<file path="config.mk">
export PLATFORM = sky130hd
export DESIGN_NAME = output_scan_sequencer
export DESIGN_NICKNAME = d
export VERILOG_FILES = /design/src/rtl/output_scan_sequencer_pkg.sv /design/src/rtl/scan_table_ram.sv /design/src/rtl/output_scan_sequencer.sv
export SDC_FILE = /design/constraint.sdc
export NUM_CORES = 1
export LEC_CHECK = 0
export ABC_AREA = 1
export ABC_CLOCK_PERIOD_IN_PS = 2900
export BUFFER_PORTS_ARGS = -buffer_cell sky130_fd_sc_hd__buf_2
export CORE_MARGIN = 5
export CORE_UTILIZATION = 35
export DETAILED_ROUTE_END_ITERATION = 7
export SYNTH_ARGS = -nofsm -noshare
export SYNTH_HDL_FRONTEND = slang
export SYNTH_SLANG_ARGS = --single-unit
</file>
<file path="constraint.sdc">
create_clock -name clk -period 2.9 [get_ports clk]
set_input_delay 0.29 -clock clk [delete_from_list [all_inputs] [get_ports clk]]
set_output_delay 0.29 -clock clk [all_outputs]
set_load 0.02 [all_outputs]
</file>
<file path="src/rtl/output_scan_sequencer_pkg.sv">
// Shared types and constants for the output scan sequencer.
// Holds FSM state encodings, the MUX hold code and the table entry layout.
package output_scan_sequencer_pkg;

  typedef logic [1:0] state_t;

  localparam state_t ST_IDLE  = 2'd0;
  localparam state_t ST_LOAD  = 2'd1;
  localparam state_t ST_DWELL = 2'd2;

  // sel value that freezes the MUX on its previous channel
  localparam logic [3:0] SEL_HOLD = 4'd15;

  localparam int unsigned DWELL_W_DEF = 24;

  typedef struct packed {
    logic [3:0]             chan;
    logic [DWELL_W_DEF-1:0] dwell;
  } tbl_entry_t;

endpackage

</file>
<file path="src/rtl/scan_table_ram.sv">
// Scan table storage: one synchronous write port, one asynchronous read port.
// Contents are intentionally not reset.
module scan_table_ram
  import output_scan_sequencer_pkg::*;
#(
  parameter int unsigned N_ENT   = 8,
  parameter int unsigned DWELL_W = DWELL_W_DEF,
  localparam int unsigned IW     = $clog2(N_ENT)
) (
  input  logic               clk_i,
  input  logic               wr_en_i,
  input  logic [IW-1:0]      wr_addr_i,
  input  logic [3:0]         wr_chan_i,
  input  logic [DWELL_W-1:0] wr_dwell_i,
  input  logic [IW-1:0]      rd_addr_i,
  output logic [3:0]         rd_chan_o,
  output logic [DWELL_W-1:0] rd_dwell_o
);

  logic [DWELL_W+3:0] mem_q [N_ENT];

  always_ff @(posedge clk_i) begin
    if (wr_en_i) begin
      mem_q[wr_addr_i] <= {wr_chan_i, wr_dwell_i};
    end
  end

  // A read in the same cycle as a write to the same index returns the old entry
  assign {rd_chan_o, rd_dwell_o} = mem_q[rd_addr_i];

endmodule

</file>
<file path="src/rtl/output_scan_sequencer.sv">
// Drives the select of a registered 15:1 output MUX in manual or table-driven scan mode,
// with a per-entry trigger pulse and a valid flag that blanks MUX settling cycles.
module output_scan_sequencer
  import output_scan_sequencer_pkg::*;
#(
  parameter int unsigned N_ENT   = 8,
  parameter int unsigned DWELL_W = DWELL_W_DEF,
  parameter int unsigned SETTLE  = 2,
  localparam int unsigned IW     = $clog2(N_ENT),
  localparam int unsigned SW     = (SETTLE > 0) ? $clog2(SETTLE + 1) : 1
) (
  input  logic               clk,
  input  logic               rst_n,
  input  logic               run,
  input  logic [3:0]         man_sel,
  input  logic [IW-1:0]      len,
  input  logic               wr_en,
  input  logic [IW-1:0]      wr_addr,
  input  logic [3:0]         wr_chan,
  input  logic [DWELL_W-1:0] wr_dwell,
  output logic [3:0]         sel,
  output logic               valid,
  output logic               trig,
  output logic [IW-1:0]      idx,
  output logic               busy
);

  state_t             state_q, state_d;
  logic [3:0]         sel_q, sel_d;
  logic               trig_q, trig_d;
  logic [IW-1:0]      idx_q, idx_d;
  logic [DWELL_W-1:0] cnt_q, cnt_d;
  logic [SW-1:0]      settle_q, settle_d;
  logic               valid_q, valid_d;
  logic [3:0]         rd_chan;
  logic [DWELL_W-1:0] rd_dwell;

  scan_table_ram #(
    .N_ENT  (N_ENT),
    .DWELL_W(DWELL_W)
  ) u_tbl (
    .clk_i     (clk),
    .wr_en_i   (wr_en),
    .wr_addr_i (wr_addr),
    .wr_chan_i (wr_chan),
    .wr_dwell_i(wr_dwell),
    .rd_addr_i (idx_q),
    .rd_chan_o (rd_chan),
    .rd_dwell_o(rd_dwell)
  );

  always_comb begin
    state_d = state_q;
    sel_d   = sel_q;
    trig_d  = 1'b0;
    idx_d   = idx_q;
    cnt_d   = cnt_q;
    if (!run) begin
      state_d = ST_IDLE;
      sel_d   = man_sel;
      idx_d   = '0;
    end else begin
      case (state_q)
        ST_IDLE: begin
          state_d = ST_LOAD;
          sel_d   = man_sel;
          idx_d   = '0;
        end
        ST_LOAD: begin
          state_d = ST_DWELL;
          sel_d   = rd_chan;
          // Zero dwell behaves as one cycle
          cnt_d   = (rd_dwell == '0) ? '0 : rd_dwell - 1'b1;
          trig_d  = 1'b1;
        end
        ST_DWELL: begin
          if (cnt_q == '0) begin
            state_d = ST_LOAD;
            // >= also catches len lowered below the current index mid-scan
            idx_d   = (idx_q >= len) ? '0 : idx_q + 1'b1;
          end else begin
            cnt_d = cnt_q - 1'b1;
          end
        end
        default: state_d = ST_IDLE;
      endcase
    end
  end

  always_comb begin
    settle_d = settle_q;
    if ((sel_d != sel_q) && (sel_d != SEL_HOLD)) begin
      settle_d = SW'(SETTLE);
    end else if (settle_q != '0) begin
      settle_d = settle_q - 1'b1;
    end
    valid_d = (settle_d == '0);
  end

  always_ff @(posedge clk or negedge rst_n) begin
    if (!rst_n) begin
      state_q  <= ST_IDLE;
      sel_q    <= '0;
      trig_q   <= 1'b0;
      idx_q    <= '0;
      cnt_q    <= '0;
      settle_q <= '0;
      valid_q  <= 1'b0;
    end else begin
      state_q  <= state_d;
      sel_q    <= sel_d;
      trig_q   <= trig_d;
      idx_q    <= idx_d;
      cnt_q    <= cnt_d;
      settle_q <= settle_d;
      valid_q  <= valid_d;
    end
  end

  assign sel   = sel_q;
  assign valid = valid_q;
  assign trig  = trig_q;
  assign idx   = idx_q;
  assign busy  = (state_q != ST_IDLE);

endmodule

</file>
Yosys cells after proc, flatten, opt, wreduce, memory -nomap -nowiden
Memory sizes are Yosys's and may differ from the RTL's.
Cells that the tools add are included.
W data, S select, Z words.
{"block": "word_totals", "ff_bits": 37, "mem_bits_rw": 224, "in_bits": 42, "output_inout_bits": 10, "memories": 1}
{"block": "op_classes", "add_sub_neg": 4, "order_cmp": 1, "eq_ne": 7, "mux": 18, "n_reduce_logical": 10}
{"memory": "u_tbl.mem_q", "words": 8, "word_bits": 28, "read_ports": 1, "rd_ports_with_merged_regs": 0, "write_ports": 1, "line_no": "scan_table_ram.sv:20", "text": "logic [DWELL_W+3:0] mem_q [N_ENT];"}
{"operator": "$logic_not A24 Y1", "n": 2}
{"operator": "$mux W24", "n": 2}
{"operator": "$pmux W24 S2", "n": 1}
{"operator": "$sub A24 B1 Y24 const B", "n": 2}
{"operator": "$mux W3", "n": 3}
{"operator": "$mux W2", "n": 4}
{"operator": "$pmux W4 S2", "n": 1}
{"operator": "$pmux W2 S3", "n": 1}
{"operator": "$pmux W3 S2", "n": 1}
{"operator": "$reduce_bool A2 Y1", "n": 3}
{"operator": "$logic_not A2 Y1", "n": 2}
{"operator": "$mux W1", "n": 4}
{"operator": "$mux W4", "n": 1}
{"operator": "$ne A4 B4 Y1", "n": 1}
{"operator": "$ne A4 B4 Y1 const B", "n": 1}
{"operator": "$add A3 B1 Y3 const B", "n": 1}
{"operator": "$ge A3 B3 Y1", "n": 1}
{"operator": "$ne A3 B1 Y1 const B", "n": 1}
{"operator": "$ne A3 B3 Y1 const B", "n": 1}
{"operator": "$reduce_and A3 Y1", "n": 1}
{"operator": "$eq A2 B1 Y1 const B", "n": 1}
{"operator": "$eq A2 B2 Y1 const B", "n": 1}
{"operator": "$ne A2 B2 Y1 const B", "n": 1}
{"operator": "$reduce_and A2 Y1", "n": 1}
{"operator": "2 further kinds", "n": 2}

Longest topological paths before layout
Gate-level depths: netlist of run 1.
{"block": "depth", "depth_word": 7, "mapped_depth": 20, "mapped_depth_nobuf": 17}

Cells and area by module
A second synthesis of run 1 with hierarchy kept.
{"block": "unflattened", "cells_unflattened": 1531, "area_unflattened_um2": 13215.2}
{"module": "scan_table_ram", "n_inst": 1, "cells_per_inst": 986, "area_per_inst_um2": 9836.9, "seq_area_each_um2": 6726.5}
{"module": "output_scan_sequencer", "n_inst": 1, "cells_per_inst": 545, "area_per_inst_um2": 3378.2, "seq_area_each_um2": 925.9}

Worst setup path before layout of run 1
OpenSTA, ideal clock, no wires.
{"block": "synth_timing", "path_kind": "reg2reg", "from": "register idx_q[0] (netlist: idx[0])", "to": "register cnt_q[22]", "setup_ps": 121, "arrival_ps": 2266, "slack_ps": 514, "stages_incl_launch_ff": 20, "cell_sequence": "dfrtp_1 -> buf_6 -> buf_6 -> buf_4 -> nor2_1 -> nor2_1 -> o21ai_1 -> nand2_1 -> nand2_1 -> nand2_1 -> inv_1 -> ha_1 -> inv_1 -> nor2_1 -> nand2_1 -> nor2_1 -> a21oi_4 -> buf_4 -> nand3_1 -> a21oi_1"}
{"block": "synth_via", "elab_chain_cells": 4}
{"element": "start: declaration", "line_no": "output_scan_sequencer.sv:31", "text": "logic [IW-1:0] idx_q, idx_d;"}
{"element": "start signal: assignment", "line_no": "output_scan_sequencer.sv:113", "text": "idx_q <= idx_d;"}
{"element": "$mem_v2 Z8 W28 (*)"}
{"element": "$sub A24 B1 Y24 / $logic_not A24 Y1 (equally long branches)", "line_no": "output_scan_sequencer.sv:73", "text": "cnt_d = (rd_dwell == '0) ? '0 : rd_dwell - 1'b1;"}
{"element": "$mux W24 (*)", "line_no": "output_scan_sequencer.sv:73"}
{"element": "$pmux W24 S2 (*)", "line_no": "output_scan_sequencer.sv:63", "text": "case (state_q)"}
{"element": "end signal: assignment", "line_no": "output_scan_sequencer.sv:114", "text": "cnt_q <= cnt_d;"}
{"element": "end: declaration", "line_no": "output_scan_sequencer.sv:32", "text": "logic [DWELL_W-1:0] cnt_q, cnt_d;"}
Every way passes the cells marked *; elsewhere a longest branch is shown, timed or not.
A chain may end at the register's enable or synchronous reset.

Worst setup path after layout of run 1
{"block": "layout_timing", "from": "register idx_q[0] (netlist: idx[0])", "to": "register cnt_q[16]"}
Same word-level chain as after synthesis.

==> key figures, run 1 <==
GRT
  • Maximum number of pins on one net before global-route repair: 63
  • Number of global-route vias before repair: 8726
  • Grt ovf: 0
  • Total routing resource utilization after global routing: 15.3%
  • Global-route wire length before repair: about 48000 um
  • Number of antenna violations at the first check in global routing: 2

Floorplan
  • Std cell rows: 69
  • Horizontal extent of the die: ~200 um
  • Total die area: a little under 40000 um2
  • Die Y: between 150 and 200 um
  • Initial Utilization: about a third
  • I/O pins: 52
  • Std-Cell Core Area: approximately 35000 um2

Yosys
  • Most frequently used flop master after synthesis: edfxtp_1
  • Share of synthesized cell area in and, or, nand and nor gates: 24.8%
  • Netlist cell types: 33
  • Total of warnings raised by yosys: 0
  • Post-synthesis register bit count: roughly 260
  • Synthesized Nets: roughly 1400
  • Mapped Area: around 12000 um2
  • Number of instances in the synthesized netlist: between 1000 and 1500
  • Synth Area in Adders: 0.703%
  • Number of enable-type register cells in the synthesized netlist: 224
  • Synthesized-area fraction occupied by xor and xnor cells: about 1.1%
  • Fraction of synthesis flops using an asynchronous set or reset pin: between 10 and 15%
  • Dominant combinational cell family by area after synthesis: simple AND/OR/NAND/NOR gates
  • Post-synth top cells: nand2_1, edfxtp_1, inv_1
  • Synth top area share: 54.0%
  • Per-instance average area after synthesis: just over 9 um2
  • Sequential element share of the synthesized area: roughly three fifths
  • Compound-Gate Fraction of Synth Area: between 4 and 5%
  • Largest area contributor in the netlist: edfxtp_1
  • Top-count cell post-synth: nand2_1
  • Mux contribution to synthesized area: 0%
  • Cells taking the most area after synthesis: edfxtp_1, nand2_1, dfrtp_1

Finish
  • Layout Area Growth over Synthesis: 14.2%
  • Post-layout nets: 1451
  • Area occupied by multi-input gates: a little under 4000 um2
  • Share of cells above drive strength 1: roughly 11%
  • Number of filler cells placed in the layout: ~3500
  • Sequential Area: ~7700 um2

STA
  • Slew @ Worst Pin: 0.993 ns
  • Max Clk Rate: between 300 and 400 MHz
  • Clock tree skew after final layout: ~0.018 ns
  • Number of endpoints failing setup at the final stage: 0
  • Number of hold-slack violations in the final timing report: 0
  • Max-slew headroom: between 30 and 40%
  • Time the final worst path needs with I/O delays and setup: 2.70 ns
  • Period utilisation layout: between 90% and 100%
  • Max Slew Vio Count: 0
  • RSZ-0062 raised after global routing: no
  • Worst Hold Slack: about 0.020 ns
  • Summed negative setup slack over all endpoints: 0 ns

Setup path
  • Critical path endpoint: cnt_q[16]$_DFFE_PN0P_
  • Start-to-end type of the worst setup path: reg2reg
  • Cell mode on critical path: nand2_1
  • Endpoint type of the worst setup path: flop
  • CP max-delay cell: a21oi_2
  • Data required, critical path: roughly 3.4 ns
  • Maximum fanout encountered on the critical timing path: 12
  • Critical path, cell by cell: inv_2 > buf_4 > o21ai_1 > nand2_1 > nand2_1 > nand2_1 > inv_1 > ha_1 > inv_1 > nor2_1 > nand2_1 > nor2_1 > a21oi_2 > nand3_1 > a21oi_1
  • Minimum setup slack among reg-to-reg paths: a little over 0.2 ns
  • Arrival time worst endpoint: ~3.2 ns
  • Beginning of the worst register-to-register path: idx[0]$_DFFE_PN0P_
  • Slowest Stage Delay on Critical Path: 0.56 ns
  • Sort of element at the start of the critical path: flop
  • End of the worst register-to-register path: cnt_q[16]$_DFFE_PN0P_
  • Number of cells on the worst reg-to-reg path: 15
  • Worst setup path startpoint: idx[0]$_DFFE_PN0P_

CTS
  • Buffer cell driving the clock tree root: clkbuf_16
  • Number of cells upsized or downsized after cts: 0
  • Clock latency at the later pin of the worst-skew pair: ~0.55 ns
  • Number of buffers between clock root and the deepest sink: 3
  • Total CTS buffers: 28
  • Count of H-tree levels built during CTS: 1
  • TritonCTS clock tree: yes
  • Clock input transition at the sequential cells of the worst setup and hold paths: about 0.060 ns
  • Clock tree sinks: ~260

Routing
  • Drt initial violations: between 600 and 700
  • Final ANT Viol Nets: 0
  • Post-DR wirelength/cell: 16.0 um
  • Overall routed net length: around 30000 um
  • Number of optimization iterations in the first detailed-route pass: 5
  • Vias per inst: between 4 and 5
  • Post-route DRC: 0
  • Total vias in the final route: around 9000

Placed design
  • Gpl congestion: about 0.84
  • Count of input and output buffers: 51
  • Detailed placement HPWL: about 18000 um

Power
  • Leakage: 5.95 nW
  • Worst IR Drop VDD: between 0.0003 and 0.0004 V
  • Power density over the cells: 651 nW/um2

Run status
  • Run status: complete, no violations

Flow run
  • Maximum Capacitance Violations: 0

Hold path
  • Worst hold path class: in2reg
  • HP Start: wr_dwell[19]
==> area by class of cell <==
class                      count  share of cell area [%]
antenna                        1                  0.0176
clock buffer                  38                    5.34
clock inverter                13                   0.809
inverter                     177                    4.67
multi-input combinational    852                    27.3
sequential                   261                    53.8
tap                          461                    4.05
timing repair buffer          82                    3.97
==> stage by stage <==
stage | cells | instance area [um2] | total power [mW] | util, % | worst slack, ns
3_3_place_gp | 1827 | 13300 | 5.84 | 37.6 | 0.245
5_1_grt | 1884 | 14200 | 9.68 | 40.2 | 0.0198
2_1_floorplan | 1340 | 12500 | 5.48 | - | 0.514
4_1_cts | 1879 | 14200 | 9.32 | 40.1 | 0.169
3_5_place_dp | 1827 | 13300 | 5.86 | 37.6 | 0.184
6_report | 1885 | 14200 | 9.26 | 40.2 | 0.202
==> metal layers <==
layer / global-route usage, % / up-vias / wire (um)
li1: - / 4478 / -
met1: 21.5 / 4183 / 13800
met2: 25.7 / 177 / 14400
met3: 2.46 / 35 / 1470
met4: 2.81 / 4 / 390
met5: 0 / - / 19
==> worst min path at each step <==
| stage | slack, ns | cells after the start | end |
|---|---|---|---|
| final | 0.02 | 1 | u_tbl.mem_q[4][19]$_DFFE_PP_ |
| after global routing | 0.01 | 1 | u_tbl.mem_q[1][12]$_DFFE_PP_ |
| after CTS | 0.004 | 1 | u_tbl.mem_q[4][13]$_DFFE_PP_ |
| after detailed placement | 0.45 | 1 | valid$_DFF_PN0_ |
| after global placement | 0.44 | 1 | valid$_DFF_PN0_ |
| after floorplan | -0.006 | 0 | cnt_q[0]$_DFFE_PN0P_ |
==> cells in the final DEF (no fill, tap or decap), types with 2 or more instances in the layout <==
cell	netlist	routed
a21oi_1	48	48
and2_1	2	2
buf_12	0	6
buf_2	22	51
buf_4	7	24
bufinv_16	0	2
clkbuf_1	7	9
clkbuf_16	0	29
clkinv_1	0	5
clkinv_2	0	5
dfrtp_1	37	35
edfxtp_1	224	224
ha_1	7	7
inv_1	174	174
inv_2	3	3
nand2_1	387	387
nand2_2	4	4
nand3_1	143	143
nand3b_1	8	8
nand4_1	10	10
nor2_1	148	140
nor2_2	9	9
nor2_4	4	12
nor3_1	9	9
nor4_1	2	2
o211ai_1	3	3
o21ai_0	32	32
o21ai_1	7	7
or2_2	7	7
xnor2_1	5	5
xor2_1	11	11
==> kinds of logic after synthesis <==
family                     count (synthesis)
adders and majority gates                  7
buffers and inverters                    228
AOI/OAI and AO/OA                         95
and+or+nand+nor                          733
DFF                                      261
xor gates and xnor gates                  16
==> state kept, by name, summed over array words and instances, names as in the netlist <==
register and cells:
u_tbl.mem_q 224, cnt_q 24, sel 4, idx 3, settle_q 2, state_q 2, trig 1, valid 1
==> critical path: cells and delay by family, from the launching register on <==
kind                       cells  cell delay (ns)
AOI/OAI and AO/OA              3             0.81
adders and majority gates      1             0.18
buffers and inverters          4             0.47
DFF                            1             0.53
and+or+nand+nor                7             0.62
==> report_power, final <==
part | leakage (nW) | total (mW) | switching (mW) | internal [mW]
logic | 3.06 | 1.16 | 0.759 | 0.405
clock network | 0.430 | 3.46 | 1.45 | 2.01
registers | 2.46 | 4.64 | 0.268 | 4.37
total | 5.95 | 9.26 | 2.48 | 6.78
==> repair_timing <==
action / in CTS / in global routing
endpoints found under the setup margin: 0 / 18
hold endpoints to repair: 37 / 0
setup buffers: 0 / 4
hold buffers: 1 / 0
Power figures use the tool's default switching activity.
==> run 2: changes to the inputs <==
- ABC_CLOCK_PERIOD_IN_PS: 2900 -> 2600
- SYNTH_HIERARCHICAL: default -> 1
- clock period: 2.9 -> 2.6 ns (I/O delays scaled with it)
==> key figures, run 2 <==
Run status
  • Run status: complete, no violations

Setup path
  • Endpoint type of the worst setup path: flop
  • Critical path endpoint: cnt_q[7]$_DFFE_PN0P_
  • Start-to-end type of the worst setup path: reg2reg
  • Minimum setup slack among reg-to-reg paths: 0.12 ns (-0.08 ns)
  • Maximum fanout encountered on the critical timing path: 18 (+6)
  • Worst setup path startpoint: idx[0]$_DFFE_PN0P_
  • Arrival time worst endpoint: 2.91 ns (-0.25 ns)
  • Sort of element at the start of the critical path: flop
  • Beginning of the worst register-to-register path: idx[0]$_DFFE_PN0P_
  • Number of cells on the worst reg-to-reg path: 18 (+3)
  • Data required, critical path: 3.03 ns (-0.33 ns)
  • End of the worst register-to-register path: cnt_q[7]$_DFFE_PN0P_

Placed design
  • Placed cell area: 14300 um2 (+7.6%)
  • Detailed placement HPWL: 20100 um (+9.5%)
  • Count of input and output buffers: 51 (unchanged)
  • Gpl congestion: 0.888 (+5.8%)

CTS
  • Total CTS buffers: 27 (-3.6%)
  • Clock input transition at the sequential cells of the worst setup and hold paths: 0.06 ns (about the same)
  • Buffer cell driving the clock tree root: clkbuf_16
  • Number of buffers between clock root and the deepest sink: 3 (unchanged)
  • TritonCTS clock tree: yes
  • Clock latency at the later pin of the worst-skew pair: 0.55 ns (about the same)
  • Clock tree sinks: 261 (unchanged)
  • Count of H-tree levels built during CTS: 1 (unchanged)

Yosys
  • Mapped Area: 13200 um2 (+6.0%)
  • Most frequently used flop master after synthesis: edfxtp_1
  • Total of warnings raised by yosys: 6 (+6)
  • Synthesized Nets: 1581 (+14%)
  • Post-synth top cells: nand2_1, inv_1, edfxtp_1
  • Synth top area share: 50.9% (-3.1 points)
  • Top-count cell post-synth: nand2_1
  • Sequential element share of the synthesized area: 57.9% (-3.5 points)
  • Number of enable-type register cells in the synthesized netlist: 224 (unchanged)
  • Fraction of synthesis flops using an asynchronous set or reset pin: 14.2% (unchanged)
  • Largest area contributor in the netlist: edfxtp_1
  • Per-instance average area after synthesis: 8.63 um2 (-7.2%)
  • Cells taking the most area after synthesis: edfxtp_1, nand2_1, inv_1
  • Post-synthesis register bit count: 261 (unchanged)
  • Number of instances in the synthesized netlist: 1531 (+14%)
  • Netlist cell types: 34 (+3.0%)

Hold path
  • Worst hold path class: in2reg

Power
  • Combinational Power Share: 14.8% (+2.2 points)
  • Design internal power: 7.68 mW (+13%)
  • Leakage: 7.33 nW (+23%)
  • Sequential power share: 48.2% (-1.9 points)
  • Worst IR Drop VDD: 0.000430 V (+27%)
  • Power density over the cells: 663 nW/um2 (+1.9%)
  • Net switching power: 2.79 mW (+13%)
  • Clock share of power: 37.0% (-0.3 points)
  • Switching share of total power: 26.7% (-0.044 points)

GRT
  • Total routing resource utilization after global routing: 14.9% (-0.45 points)
  • Maximum number of pins on one net before global-route repair: 42 (-33%)
  • Grt ovf: 0 (unchanged)
  • Number of global-route vias before repair: 9613 (+10%)
  • Number of antenna violations at the first check in global routing: 1 (-1)
  • Global-route wire length before repair: 50600 um (+4.8%)

STA
  • Slew @ Worst Pin: 0.900 ns (-0.0935 ns)
  • Number of endpoints failing setup at the final stage: 0 (unchanged)
  • Max Clk Rate: 403 MHz (+8.7%)
  • Summed negative setup slack over all endpoints: 0 ns (unchanged)
  • Period utilisation layout: 95.4% (+2.4 points)
  • Max Slew Vio Count: 0 (unchanged)
  • Max-slew headroom: 40.0% (+6.3 points)
  • Number of hold-slack violations in the final timing report: 0 (unchanged)
  • Time the final worst path needs with I/O delays and setup: 2.48 ns (-0.217 ns)
  • Clock tree skew after final layout: 0.0144 ns (-0.00361 ns)

Floorplan
  • Std-Cell Core Area: 37500 um2 (+5.9%)
  • Horizontal extent of the die: 204 um (+2.8%)
  • Total die area: 41700 um2 (+5.7%)
  • Initial Utilization: 35.3% (+0.037 points)
  • Std cell rows: 71 (+2.9%)
  • I/O pins: 52 (unchanged)
  • Die Y: 204 um (+2.8%)

Finish
  • Number of filler cells placed in the layout: 3682 (+6.3%)
  • Post-layout nets: 1705 (+18%)
  • Top register by number of flip-flops: u_tbl/mem_q
  • Max reg flops: 224 (unchanged)
  • Area occupied by multi-input gates: 4200 um2 (+8.0%)
  • Layout Area Growth over Synthesis: 19.5%
  • Most frequent standard cell in the layout excluding fill and tap cells: nand2_1
  • Final standard cell area without fillers: 15800 um2 (+11%)
  • Sequential Area: 7660 um2 (unchanged)
  • Share of cells above drive strength 1: 12.9% (+1.8 points)
  • Top library cells by usage in the layout, fill and taps aside: nand2_1, inv_1, edfxtp_1

Routing
  • Post-route DRC: 0 (unchanged)
  • Drt initial violations: 688 (-0.15%)
  • Post-DR wirelength/cell: 14.8 um (-7.5%)
  • Number of optimization iterations in the first detailed-route pass: 7 (+2)
  • Overall routed net length: 32300 um (+7.2%)
  • Vias per inst: 4.57 (-3.0%)
  • Total vias in the final route: 9984 (+12%)
  • Final ANT Viol Nets: 0 (unchanged)

Flow run
  • Maximum Capacitance Violations: 0 (unchanged)
[run 2: repair_timing]
action | in CTS | in global routing
hold buffers | 27 | 0
gates resized for setup | 1 | 24
hold endpoints to repair | 233 | 0
setup endpoints to repair | 2 | 19
setup buffers | 0 | 8
gates cloned | 0 | 6
pin swaps | 0 | 1
[run 2: worst min path at each step]
stage	startpoint	end	slack, ns	cells after the start
3_3_place_gp	settle_q[1]$_DFF_PN0_	valid$_DFF_PN0_	0.44	1
6_report	wr_dwell[10]	u_tbl/mem_q[2][10]$_DFFE_PP_	0.02	1
4_1_cts	wr_dwell[19]	u_tbl/mem_q[0][19]$_DFFE_PP_	0.002	1
3_5_place_dp	rst_n	cnt_q[13]$_DFFE_PN0P_	0.45	1
5_1_grt	wr_dwell[10]	u_tbl/mem_q[2][10]$_DFFE_PP_	0.003	1
2_1_floorplan	rst_n	cnt_q[0]$_DFFE_PN0P_	-0.04	0
[run 2: kinds of logic (layout without fill, tap and decap cells)]
logic type      count (synthesis)  after routing  share of synthesized area (%)
compound gates                 39             39                           1.58
flops                         261            261                           57.9
fa+ha+maj                       8              8                          0.757
xor+xnor                       14             14                          0.928
buf+inv                       345            488                           11.0
other cells                     0              1                              0
simple gates                  864            864                           27.8
[run 2: routing by layer]
layer / GRT usage, % / vias up / share of wire (%)
met5: 0 / - / 0
met4: 3.57 / 0 / 2.0
met3: 2.24 / 46 / 5.3
met2: 24.3 / 237 / 46
met1: 21.1 / 4651 / 47
li1: - / 5050 / -
[run 2: through the flow]
step | worst slack, ns | power [mW] | utilization, % | cells | hold WS (ns)
2_1_floorplan | 0.131 | 6.09 | - | 1531 | -0.0356
3_3_place_gp | 0.0361 | 6.53 | 38.2 | 2096 | 0.439
3_5_place_dp | -0.00378 | 6.56 | 38.2 | 2096 | 0.448
4_1_cts | 0.0332 | 10.5 | 41.3 | 2171 | 0.00161
5_1_grt | -0.0172 | 11.0 | 42.1 | 2186 | 0.00334
6_report | 0.118 | 10.5 | 42.1 | 2186 | 0.0203
[run 2: cell type report]
type                    instances  share of cell area [%]
repair buffers                148                    8.18
well taps                     511                    4.05
diodes                          1                  0.0158
flip-flops and latches        261                    48.5
clock inverters                17                    1.23
inverters                     292                    7.07
multi-input cells             925                    26.6
clock buffers                  31                    4.37
[run 2: worst max-delay path: stages (launching register included)]
cell,delay (ns)
dfrtp_4,0.53
clkinv_8,0.12
buf_12,0.11
clkbuf_16,0.16
nand2_1,0.05
nand3_1,0.06
nand2_1,0.06
nand2_1,0.05
nand2_1,0.15
nor2_2,0.18
nand2_1,0.08
nor2_2,0.15
nand3_4,0.12
nand2_8,0.11
inv_6,0.08
nand2_1,0.09
o21ai_0,0.09
nand2_1,0.07
nand2_1,0.07
[run 2: power groups by stage]
stage               registers, mW  clock network, mW  logic (mW)
floorplan                    5.07                  0        1.02
global placement             5.11                  0        1.42
detailed placement           5.12                  0        1.44
CTS                          5.03               3.97        1.48
global route                 5.07               4.17        1.76
finish                       5.04               3.88        1.55
